$ cat src/rtl/rcb_spi_bus_ctrl_if.sv
// RCB internal register bus: one controller (master) drives a cycle,
// the addressed register block (slave) answers with ack and read data.
interface rcb_spi_bus_ctrl_if;
    logic        bus_cs;
    logic        bus_we;
    logic [15:0] bus_addr;
    logic [31:0] bus_wdata;
    logic [31:0] bus_rdata;
    logic        bus_ack;

    modport master (
        output bus_cs, bus_we, bus_addr, bus_wdata,
        input  bus_rdata, bus_ack
    );

    modport slave (
        input  bus_cs, bus_we, bus_addr, bus_wdata,
        output bus_rdata, bus_ack
    );
endinterface

$ cat src/rtl/rcb_spi_bus_ctrl.sv
// RCB register bus controller: arbitrates the internal register bus between
// the SPI slave front end (always first) and one local requester, runs a
// single outstanding cycle bounded by an ack timeout, and returns read data.
// Optional feature macro: RCB_BUS_ERR_CNT_EN builds a saturating timeout
// counter on err_cnt; without it err_cnt is tied to zero.
module rcb_spi_bus_ctrl #(
    parameter int unsigned ACK_TIMEOUT  = 15,
    parameter logic [31:0] TIMEOUT_DATA = 32'hDEADBEEF
) (
    input  logic                       clk_100m,
    input  logic                       rst_n,
    input  logic [15:0]                spi_addr,
    input  logic                       spi_addr_rdy,
    input  logic                       spi_read,
    input  logic [31:0]                spi_wdata,
    input  logic                       spi_wdata_rdy,
    output logic [31:0]                spi_rdata,
    input  logic                       loc_req,
    input  logic                       loc_we,
    input  logic [15:0]                loc_addr,
    input  logic [31:0]                loc_wdata,
    output logic [31:0]                loc_rdata,
    output logic                       loc_done,
    rcb_spi_bus_ctrl_if.master         bus,
    output logic                       bus_timeout,
    output logic [15:0]                err_cnt
);

    typedef enum logic [2:0] {IDLE, SPI_RD, SPI_WR, LOC, WAIT_ACK} state_t;

    // Timer counts WAIT_ACK cycles from 0; the first bus_cs cycle is not
    // counted, so the last allowed cycle is reached at ACK_TIMEOUT-2.
    localparam logic [7:0] TMR_LAST  = (ACK_TIMEOUT >= 2) ? 8'(ACK_TIMEOUT - 2) : 8'd0;
    localparam logic       ONE_CYCLE = (ACK_TIMEOUT <= 1);

    state_t      state, state_nxt;
    logic        rd_pend, wr_pend, lat_pend;
    logic [15:0] addr_lat;
    logic [31:0] wdata_lat;
    logic [7:0]  tmr;
    logic        hold_we, hold_spi_rd, hold_loc;
    logic [15:0] hold_addr;
    logic [31:0] hold_wdata;

    logic        cs, we, first, done_ok, done_to, cur_spi_rd, cur_loc, loc_ok;
    logic [15:0] addr;
    logic [31:0] wdata;

    assign bus.bus_cs    = cs;
    assign bus.bus_we    = we;
    assign bus.bus_addr  = addr;
    assign bus.bus_wdata = wdata;

    // State register.
    always_ff @(posedge clk_100m or negedge rst_n) begin
        if (!rst_n) state <= IDLE;
        else        state <= state_nxt;
    end

    // Arbitration, bus drive and cycle completion/timeout decisions.
    always_comb begin
        state_nxt  = state;
        cs         = 1'b0;
        we         = 1'b0;
        addr       = 16'h0000;
        wdata      = 32'h0000_0000;
        first      = 1'b0;
        done_ok    = 1'b0;
        done_to    = 1'b0;
        cur_spi_rd = 1'b0;
        cur_loc    = 1'b0;
        // An SPI pulse arriving this cycle blocks a local grant so SPI wins
        // even though its pend flag only becomes visible next cycle; loc_done
        // masks the requester's still-high loc_req for one cycle.
        loc_ok = loc_req && !loc_done && !spi_addr_rdy && !spi_wdata_rdy;
        case (state)
            IDLE: begin
                if (rd_pend)      state_nxt = SPI_RD;
                else if (wr_pend) state_nxt = SPI_WR;
                else if (loc_ok)  state_nxt = LOC;
            end
            SPI_RD: begin
                cs = 1'b1; addr = addr_lat; first = 1'b1; cur_spi_rd = 1'b1;
            end
            SPI_WR: begin
                cs = 1'b1; we = 1'b1; addr = addr_lat; wdata = wdata_lat; first = 1'b1;
            end
            LOC: begin
                cs = 1'b1; we = loc_we; addr = loc_addr; wdata = loc_wdata;
                first = 1'b1; cur_loc = 1'b1;
            end
            WAIT_ACK: begin
                cs = 1'b1; we = hold_we; addr = hold_addr; wdata = hold_wdata;
                cur_spi_rd = hold_spi_rd; cur_loc = hold_loc;
            end
            default: state_nxt = IDLE;
        endcase
        if (cs) begin
            if (bus.bus_ack) begin
                done_ok   = 1'b1;
                state_nxt = IDLE;
            end else if (first ? ONE_CYCLE : (tmr >= TMR_LAST)) begin
                done_to   = 1'b1;
                state_nxt = IDLE;
            end else if (first) begin
                state_nxt = WAIT_ACK;
            end
        end
    end

    // SPI capture: pend flags (set wins over service clear) and address latch.
    always_ff @(posedge clk_100m or negedge rst_n) begin
        if (!rst_n) begin
            rd_pend  <= 1'b0;
            wr_pend  <= 1'b0;
            lat_pend <= 1'b0;
            addr_lat <= 16'hFFFF;
        end else begin
            if (spi_addr_rdy && spi_read) rd_pend <= 1'b1;
            else if (state == SPI_RD)     rd_pend <= 1'b0;
            if (spi_wdata_rdy)            wr_pend <= 1'b1;
            else if (state == SPI_WR)     wr_pend <= 1'b0;
            lat_pend <= spi_addr_rdy;
            if (lat_pend) addr_lat <= spi_addr;
        end
    end

    // SPI write data latch and per-cycle hold of address/data/source.
    always_ff @(posedge clk_100m) begin
        if (spi_wdata_rdy) wdata_lat <= spi_wdata;
        if (first) begin
            hold_we     <= we;
            hold_addr   <= addr;
            hold_wdata  <= wdata;
            hold_spi_rd <= cur_spi_rd;
            hold_loc    <= cur_loc;
        end
    end

    // Ack timer and completion outputs.
    always_ff @(posedge clk_100m or negedge rst_n) begin
        if (!rst_n) begin
            tmr         <= 8'd0;
            spi_rdata   <= 32'hFFFF_FFFF;
            loc_rdata   <= 32'h0000_0000;
            loc_done    <= 1'b0;
            bus_timeout <= 1'b0;
        end else begin
            if (first)                  tmr <= 8'd0;
            else if (state == WAIT_ACK) tmr <= tmr + 8'd1;
            loc_done    <= (done_ok || done_to) && cur_loc;
            bus_timeout <= done_to;
            if ((done_ok || done_to) && cur_spi_rd)
                spi_rdata <= done_ok ? bus.bus_rdata : TIMEOUT_DATA;
            if ((done_ok || done_to) && cur_loc && !we)
                loc_rdata <= done_ok ? bus.bus_rdata : TIMEOUT_DATA;
        end
    end

`ifdef RCB_BUS_ERR_CNT_EN
    // Saturating count of timed-out bus cycles.
    always_ff @(posedge clk_100m or negedge rst_n) begin
        if (!rst_n)                              err_cnt <= 16'h0000;
        else if (done_to && err_cnt != 16'hFFFF) err_cnt <= err_cnt + 16'd1;
    end
`else
    assign err_cnt = 16'h0000;
`endif

endmodule

$ cat src/flat_wrapper.sv
// flat-port wrapper written by rule: the top's interface ports become plain ports
module rcb_spi_bus_ctrl_flat 
#(
    parameter int unsigned ACK_TIMEOUT  = 15,
    parameter logic [31:0] TIMEOUT_DATA = 32'hDEADBEEF
)
  (clk_100m, rst_n, spi_addr, spi_addr_rdy, spi_read, spi_wdata, spi_wdata_rdy, spi_rdata, loc_req, loc_we, loc_addr, loc_wdata, loc_rdata, loc_done, bus_timeout, err_cnt, bus_bus_cs, bus_bus_we, bus_bus_addr, bus_bus_wdata, bus_bus_rdata, bus_bus_ack);
  rcb_spi_bus_ctrl_if bus_i ();
  input  logic clk_100m;
  input  logic rst_n;
  input  logic [15:0] spi_addr;
  input  logic spi_addr_rdy;
  input  logic spi_read;
  input  logic [31:0] spi_wdata;
  input  logic spi_wdata_rdy;
  output logic [31:0] spi_rdata;
  input  logic loc_req;
  input  logic loc_we;
  input  logic [15:0] loc_addr;
  input  logic [31:0] loc_wdata;
  output logic [31:0] loc_rdata;
  output logic loc_done;
  output logic bus_timeout;
  output logic [15:0] err_cnt;
  output wire logic [$bits(bus_i.bus_cs)-1:0] bus_bus_cs;
  output wire logic [$bits(bus_i.bus_we)-1:0] bus_bus_we;
  output wire logic [$bits(bus_i.bus_addr)-1:0] bus_bus_addr;
  output wire logic [$bits(bus_i.bus_wdata)-1:0] bus_bus_wdata;
  input wire logic [$bits(bus_i.bus_rdata)-1:0] bus_bus_rdata;
  input wire logic [$bits(bus_i.bus_ack)-1:0] bus_bus_ack;
  assign bus_bus_cs = bus_i.bus_cs;
  assign bus_bus_we = bus_i.bus_we;
  assign bus_bus_addr = bus_i.bus_addr;
  assign bus_bus_wdata = bus_i.bus_wdata;
  assign bus_i.bus_rdata = bus_bus_rdata;
  assign bus_i.bus_ack = bus_bus_ack;
  rcb_spi_bus_ctrl #(.ACK_TIMEOUT(ACK_TIMEOUT), .TIMEOUT_DATA(TIMEOUT_DATA)) u_core (.clk_100m(clk_100m), .rst_n(rst_n), .spi_addr(spi_addr), .spi_addr_rdy(spi_addr_rdy), .spi_read(spi_read), .spi_wdata(spi_wdata), .spi_wdata_rdy(spi_wdata_rdy), .spi_rdata(spi_rdata), .loc_req(loc_req), .loc_we(loc_we), .loc_addr(loc_addr), .loc_wdata(loc_wdata), .loc_rdata(loc_rdata), .loc_done(loc_done), .bus(bus_i), .bus_timeout(bus_timeout), .err_cnt(err_cnt));
endmodule
$ cat config.mk
export PLATFORM = sky130hd
export DESIGN_NAME = rcb_spi_bus_ctrl_flat
export DESIGN_NICKNAME = d
export VERILOG_FILES = /design/src/rtl/rcb_spi_bus_ctrl_if.sv /design/src/rtl/rcb_spi_bus_ctrl.sv /design/src/flat_wrapper.sv
export SDC_FILE = /design/constraint.sdc
export NUM_CORES = 1
export LEC_CHECK = 0
export BUFFER_PORTS_ARGS = -buffer_cell sky130_fd_sc_hd__buf_2
export CORE_AREA = 2 2 124 126
export DETAILED_ROUTE_END_ITERATION = 7
export DIE_AREA = 0 0 126 128
export PLACE_DENSITY = 0.91
export SYNTH_ARGS = -nofsm -noshare
export SYNTH_HDL_FRONTEND = slang
export SYNTH_SLANG_ARGS = --single-unit
export TNS_END_PERCENT = 5
$ cat constraint.sdc
create_clock -name clk_100m -period 6.7 [get_ports clk_100m]
set_input_delay 0.335 -clock clk_100m [delete_from_list [all_inputs] [get_ports clk_100m]]
set_output_delay 0.335 -clock clk_100m [all_outputs]
set_load 0.01 [all_outputs]
==> results of run 1 <==
## layer usage
layer  share of wire  up-vias
met1            0.40     2979
met2            0.50      335
li1                -     2800
met5          0.0014        -
met3           0.082       38
met4           0.022        4
## placed cells by master (no fill, tap or decap), types with 29 or more instances in the layout
master                     netlist  routed
sky130_fd_sc_hd__buf_2          21     250
sky130_fd_sc_hd__edfxtp_1       83      83
sky130_fd_sc_hd__nand2_1        58      58
sky130_fd_sc_hd__o21ai_0        51      51
sky130_fd_sc_hd__a22oi_1        49      49
sky130_fd_sc_hd__dfstp_2        48      48
sky130_fd_sc_hd__dfrtp_1        48      47
sky130_fd_sc_hd__mux2_2         33      33
sky130_fd_sc_hd__a21oi_1        32      32
sky130_fd_sc_hd__inv_1          29      29
## kinds of logic after synthesis
logic type               after synthesis
AND/OR/NAND/NOR                       91
AO/OA/AOI/OAI                        231
multiplexers                          33
buffers and inverters                 90
other                                  1
adder cells (fa/ha/maj)                3
XOR/XNOR                               1
flip-flops                           179
## area by class of cell
cell class / instances / area share
clock buffers: 18 / 0.0441
clock inverters: 14 / 0.0179
inverters: 29 / 0.0112
multi-input cells: 375 / 0.256
flip-flops and latches: 179 / 0.510
well taps: 188 / 0.0242
repair buffers: 260 / 0.137
## power by group through the flow
stage	Sequential (mW)	Combinational, mW	Clock [mW]
floorplan	1.85	0.982	0
global placement	1.87	1.46	0
CTS	1.87	1.52	1.04
finish	1.87	1.50	1.03
global route	1.91	1.64	1.08
detailed placement	1.89	1.51	0
## synth_stat cells, types with 2 or more instances
cell	number
sky130_fd_sc_hd__edfxtp_1	83
sky130_fd_sc_hd__nand2_1	58
sky130_fd_sc_hd__o21ai_0	51
sky130_fd_sc_hd__a22oi_1	49
sky130_fd_sc_hd__dfrtp_1	48
sky130_fd_sc_hd__dfstp_2	48
sky130_fd_sc_hd__mux2_2	33
sky130_fd_sc_hd__a21oi_1	32
sky130_fd_sc_hd__inv_1	29
sky130_fd_sc_hd__o22ai_1	26
sky130_fd_sc_hd__o22a_1	25
sky130_fd_sc_hd__buf_2	21
sky130_fd_sc_hd__a22o_1	18
sky130_fd_sc_hd__clkbuf_1	18
sky130_fd_sc_hd__buf_4	17
sky130_fd_sc_hd__a21o_1	9
sky130_fd_sc_hd__o21ai_1	7
sky130_fd_sc_hd__nor2_1	6
sky130_fd_sc_hd__nor2b_1	5
sky130_fd_sc_hd__nor4_1	5
sky130_fd_sc_hd__buf_6	4
sky130_fd_sc_hd__nor3_1	4
sky130_fd_sc_hd__ha_1	3
sky130_fd_sc_hd__nand3_1	3
sky130_fd_sc_hd__o211ai_1	3
sky130_fd_sc_hd__nand4bb_1	2
sky130_fd_sc_hd__o311ai_0	2
## per-stage QoR
| stage | power, mW | std cells | setup WS (ns) |
|---|---|---|---|
| floorplan | 2.84 | 644 | 3.11 |
| global placement | 3.33 | 1030 | 3.71 |
| detailed placement | 3.40 | 1030 | 3.62 |
| CTS | 4.43 | 1063 | 3.15 |
| global route | 4.64 | 1063 | 2.93 |
| finish | 4.40 | 1063 | 3.11 |
## registers in the layout (all words and copies together) (netlist names), 3 cells and up
name               count
u_core.spi_rdata      32
u_core.hold_wdata     32
u_core.wdata_lat      32
u_core.hold_addr      16
u_core.loc_rdata      32
u_core.state           3
u_core.addr_lat       16
u_core.tmr             8
## worst reg2reg max path: cells and delay by family (launching register included)
family	cells	cell delay [ns]
AO/OA/AOI/OAI	3	1.39
flip-flops	1	1.05
AND/OR/NAND/NOR	1	0.40
## repair_timing
item / CTS / global route
endpoints found under the hold margin: 21 / 0
hold buffers: 1 / 0
endpoints found under the setup margin: 0 / 0
## how the worst max path moves through the flow
stage,startpoint,endpoint,slack [ns],cells after the start
after floorplan,u_core.state[1],u_core.hold_addr[0],3.11,5
after CTS,u_core.state[1],bus_bus_addr[13],3.15,4
after global placement,u_core.state[1],bus_bus_addr[13],3.71,4
after global routing,u_core.state[1],bus_bus_addr[13],2.93,4
after detailed placement,u_core.state[1],bus_bus_addr[13],3.62,4
final,u_core.state[1],bus_bus_addr[13],3.11,4
==> flow_summary.toml, run 1 <==
[timing]
setup_viol = 0
grt_setup_unrepaired = "no"
period_minus_slack_ns = 3.59
max_clock_freq_mhz = 279
worst_slew_margin_rel = 0.182
finClkSkew_ns = 0.00557
slew_violations = 0
hold_viol = 0
hold_ws_ns = 0.0581
worst_slew_pin_slew_ns = 1.22
fin_setup_tns_ns = 0
min_period_over_period = 0.536

[final_layout]
post-route-util = 0.654
final_design_area_no_fill_sq_mm = 0.00973
final_net_count = 1001
insertedDiodeCount = 0
drive_above_1_share = 0.437
multiInputGateArea_sq_mm = 0.00249
regArea_sq_mm = 0.00496
fillers = 1084
synthToLayoutAreaGrowth_pct = 24.2

[global_routing]
via_count_of_the_first_global_routing_pass = 6130
grt_pass1_wl_mm = 30.7
grt_antenna_before_repair = 2
grt_use_met2 = 0.412
largest_net_degree_at_the_start_of_global_routing = 61
met1_usage = 0.298
grt_util_met3 = 0.0563
grt.busiest_layer = "met2"
grt_remaining_overflow = 0
gr_util_all_layers = 0.241

[floorplan]
chipWidth_microns = 126
floorplan.die_area_sq_mm = 0.0161
floorplan.initialDensity = 0.527
std_cell_rows = 45
placeableCoreArea_sq_mm = 0.0149
chipHeight_microns = 128
floorplan.io_pins = 268

[power]
power.switching_mw = 1.57
p_per_area_mw_per_mm2 = 453
seq_power_share = 0.425
internal_power_mw = 2.83
power.switching_fraction = 0.357
vdd.ir_drop.worst_v = 0.000283
clock_power_share = 0.233
leakagePower_nw = 4.03
comb_power_share = 0.342

[yosys]
synth_mux_area_frac = 0.0474
synth_compound_gate_area_share = 0.200
sequential_element_share_of_the_synthesized_area = 0.633
synth-adder-area-share = 0.00479
ys_async_sr_fraction = 0.536
yosys.area.top_type = "sky130_fd_sc_hd__edfxtp_1"
synth_edf_count = 83
synth_cell_type_count = 47
post-synth-top-area-fraction = 0.318
mappedNetlistArea_sq_mm = 0.00783
ys_top_cells_by_area = "sky130_fd_sc_hd__edfxtp_1 32%, sky130_fd_sc_hd__dfstp_2 16%, sky130_fd_sc_hd__dfrtp_1 15%, sky130_fd_sc_hd__mux2_2 4.7%, sky130_fd_sc_hd__a22oi_1 4.7%"
synth_top_family_by_area = "compound AO/OA/AOI/OAI gates"
synth.avg_cell_area_sq_um = 12.5
netlist_instances = 629
post_synth_xor_area_fraction = 0.00112
yosys_register_bits = 179
synth_simple_gate_area_frac = 0.0546
warnings_synthesis = 0
postSynth.topFlopCell = "sky130_fd_sc_hd__edfxtp_1"

[min_path]
hold-path-cell-count = 1
hp-class = "in -> reg"
min_from = "spi_addr_rdy"
worst_hold_path.endpoint = "u_core.lat_pend"

[placement]
placement.cell_area_sq_mm = 0.00911
dp_hpwl_mm = 13.3
gp_congestion = 0.839
io_buffer_count = 251

[clocking]
cts-htree-levels = 4
clkSinkCount = 179
cts-buffers-inserted = 17
clockBufferDepth = 2
tritoncts = "yes"
cts_resized = 0
cts_root_buffer = "sky130_fd_sc_hd__clkbuf_16"
clock_latency_ns = 0.42
post_cts_repair_setup_buffers = 0
clk_transition_reported_paths_ns = 0.07

[worst_setup_path]
cp_num_buf_inv = 1
timing.critical_path.to_type = "primary output"
worstPathMaxFanout = 28
setup_slack_of_the_most_critical_reg_to_reg_path_ns = 3.79
setup.worst_path.class = "reg -> out"
critical_path.top_delay_family = "simple AND/OR/NAND/NOR gates"
regToRegEndpoint = "u_core.spi_rdata[30]"
cp_data_arrival_time_ns = 3.26
worst_r2r_path_depth = 4
crit_path_max_incr_delay_ns = 1.04
crit_chain = "nor2b_1, a22oi_1, o21ai_0, buf_2"
slowest_stage = "sky130_fd_sc_hd__nor2b_1"
cp-start-kind = "flip-flop"
worstPathRequired_ns = 6.36
worstReg2RegStart = "u_core.state[0]"

[routing]
drc = 0
drt_wl_total_mm = 19.6
post_drt_via_cell_ratio = 5.79
final_antenna_net_count = 0
number_of_drc_markers_after_the_initial_detailed_route_iteration = 356
dr_total_vias = 6156
drt_first_pass_iters = 5
post_drt_wl_per_cell_microns = 18.4

[run_status]
outcome = "finished, final reports clean"

[flow_run]
drv_cap = 0
Note: power is estimated with default switching activity, not from simulation.
==> run 2, diff against run 1 <==
Settings changed: CORE_AREA 2 2 124 126 to 2 2 129 131, DIE_AREA 0 0 126 128 to 0 0 131 133, PLACE_DENSITY 0.91 to 0.85.
Clock period 6.7 ns to 3.7 ns, I/O delays scaled along.
==> run 2 against run 1 <==
Register-to-register slack lost 2.6 ns. Sequential power grew 78%. Highest routed layer is now met4. Clock skew grew 0.0086 ns. Combinational power grew 95%. Core utilization shrank 1.3 points. Clock power grew 83%. Non-clock buffer count grew 58. Via count grew 3.7%. Worst setup slack lost 2.5 ns. First-iteration DRC count grew 4.8%. Wire length grew 6.7%. Final cell count grew 8.6%.
==> flow_summary.toml, run 2 (synthesized netlist as in run 1, its figures left out) <==
[run_status]
outcome = "finished, final reports clean"

[final_layout]
final_net_count = 1059
regArea_sq_mm = 0.00496
fillers = 1172
final_design_area_no_fill_sq_mm = 0.0104
synthToLayoutAreaGrowth_pct = 32.4
layout_common_cells = "250 x sky130_fd_sc_hd__buf_2, 83 x sky130_fd_sc_hd__edfxtp_1, 58 x sky130_fd_sc_hd__nand2_1, 54 x sky130_fd_sc_hd__dlygate4sd3_1, 51 x sky130_fd_sc_hd__o21ai_0"
multiInputGateArea_sq_mm = 0.00249
layout.cells.most_common = "sky130_fd_sc_hd__buf_2"
drive_above_1_share = 0.416

[worst_setup_path]
worstSetupEndpoint = "bus_bus_wdata[2]"
slowest_stage = "sky130_fd_sc_hd__dfrtp_1"
worstReg2RegStart = "u_core.state[0]"
cp-start-kind = "flip-flop"
regToRegEndpoint = "u_core.spi_rdata[18]"
critical-path-top-cell-by-count = "sky130_fd_sc_hd__buf_4"
cp_data_arrival_time_ns = 2.87
timing.critical_path.to_type = "primary output"
critical_path.top_delay_family = "buffers and inverters"
setup_slack_of_the_most_critical_reg_to_reg_path_ns = 1.15
cp_num_buf_inv = 4
cp_num_cells = 7
worst_r2r_path_depth = 4
setup.worst_path.class = "reg -> out"
worstPathRequired_ns = 3.51
critPathLaunch = "u_core.state[2]"
worstPathMaxFanout = 33
crit_chain = "buf_4, inv_1, nor2_2, buf_4, a22oi_1, o21ai_0, buf_2"
crit_path_max_incr_delay_ns = 0.53

[timing]
max_clock_freq_mhz = 327
finClkSkew_ns = 0.0142
hold_viol = 0
fin_setup_tns_ns = 0
setup_viol = 0
worst_slew_pin_slew_ns = 1.13
worst_slew_margin_rel = 0.247
grt_setup_unrepaired = "no"
slew_violations = 0
period_minus_slack_ns = 3.06
min_period_over_period = 0.826

[floorplan]
std_cell_rows = 47
floorplan.initialDensity = 0.484
placeableCoreArea_sq_mm = 0.0162
chipWidth_microns = 131
floorplan.io_pins = 268
chipHeight_microns = 133
floorplan.die_area_sq_mm = 0.0174

[clocking]
post_cts_repair_setup_buffers = 0
clockBufferDepth = 2
cts_root_buffer = "sky130_fd_sc_hd__clkbuf_16"
cts-hold-fix-buffers = 54
tritoncts = "yes"
clock_latency_ns = 0.43
cts_resized = 0
cts-htree-levels = 4
clkSinkCount = 179
cts-buffers-inserted = 17
clk_transition_reported_paths_ns = 0.07

[routing]
post_drt_via_cell_ratio = 5.53
final_antenna_net_count = 0
post_drt_wl_per_cell_microns = 18.1
drc = 0
drt_wl_total_mm = 20.9
dr_total_vias = 6383
number_of_drc_markers_after_the_initial_detailed_route_iteration = 373
drt_first_pass_iters = 5

[power]
comb_power_share = 0.359
vdd.ir_drop.worst_v = 0.000457
internal_power_mw = 5.22
power.switching_mw = 2.91
leakagePower_nw = 4.29
power.switching_fraction = 0.358
clock_power_share = 0.231
p_per_area_mw_per_mm2 = 783
seq_power_share = 0.410

[placement]
io_buffer_count = 251
placement.cell_area_sq_mm = 0.00920
dp_hpwl_mm = 13.5
gp_congestion = 0.802

[global_routing]
grt_pass1_wl_mm = 32.6
via_count_of_the_first_global_routing_pass = 6515
grt_antenna_before_repair = 1
gr_util_all_layers = 0.241
largest_net_degree_at_the_start_of_global_routing = 68
grt_remaining_overflow = 0

[min_path]
hp-class = "in -> reg"

[flow_run]
drv_cap = 0
run 2: cell types whose count changed in the layout (fill, tap and decap cells not counted), sizes merged:
cell,before,now
bufinv,3,1
buf,259,264
clkbuf,18,23
diode,0,1
dlygate4sd3,1,54
inv,33,35
clkinv,5,1
clkinvlp,2,1
run 2: worst min path at each step:
stage / from / to / slack [ns] / depth (start not counted)
CTS: bus_bus_rdata[24] / u_core.spi_rdata[24] / 0.001 / 2
global route: bus_bus_rdata[14] / u_core.spi_rdata[14] / 0.002 / 2
floorplan: rst_n / u_core.bus_timeout / -0.11 / 0
global placement: rst_n / u_core.loc_rdata[26] / 0.33 / 1
finish: bus_bus_rdata[24] / u_core.spi_rdata[24] / 0.02 / 2
detailed placement: rst_n / u_core.loc_rdata[28] / 0.33 / 1
run 2: power groups by stage:
stage	Clock (mW)	Sequential (mW)	Combinational, mW
3_3_place_gp	0	3.32	2.79
2_1_floorplan	0	3.36	1.78
6_report	1.88	3.33	2.92
3_5_place_dp	0	3.35	2.87
5_1_grt	1.99	3.39	3.19
4_1_cts	1.91	3.32	2.91
run 2: area by class of cell:
cell class / instances / share of cell area
well taps: 220 / 0.0265
inverters: 29 / 0.0105
repair buffers: 318 / 0.184
clock buffers: 23 / 0.0503
multi-input cells: 375 / 0.241
clock inverters: 9 / 0.00977
flip-flops and latches: 179 / 0.478
diodes: 1 / 0.000241
run 2: routing by layer:
layer,vias to the layer above,part of all wire,global-route usage
met5,-,0,0
met4,0,0.020,0.0957
met3,31,0.088,0.0663
met2,335,0.50,0.406
met1,3103,0.40,0.293
li1,2914,-,-
run 2: per-stage QoR:
stage | hold slack [ns] | worst slack (ns) | cells | total power, mW | utilization
6_report | 0.0179 | 0.644 | 1154 | 8.12 | 0.641
3_3_place_gp | 0.331 | 1.20 | 1067 | 6.11 | 0.569
5_1_grt | 0.00152 | 0.413 | 1153 | 8.57 | 0.641
2_1_floorplan | -0.111 | 0.106 | 644 | 5.13 | -
4_1_cts | 0.00111 | 0.716 | 1153 | 8.14 | 0.641
3_5_place_dp | 0.334 | 1.16 | 1067 | 6.22 | 0.569
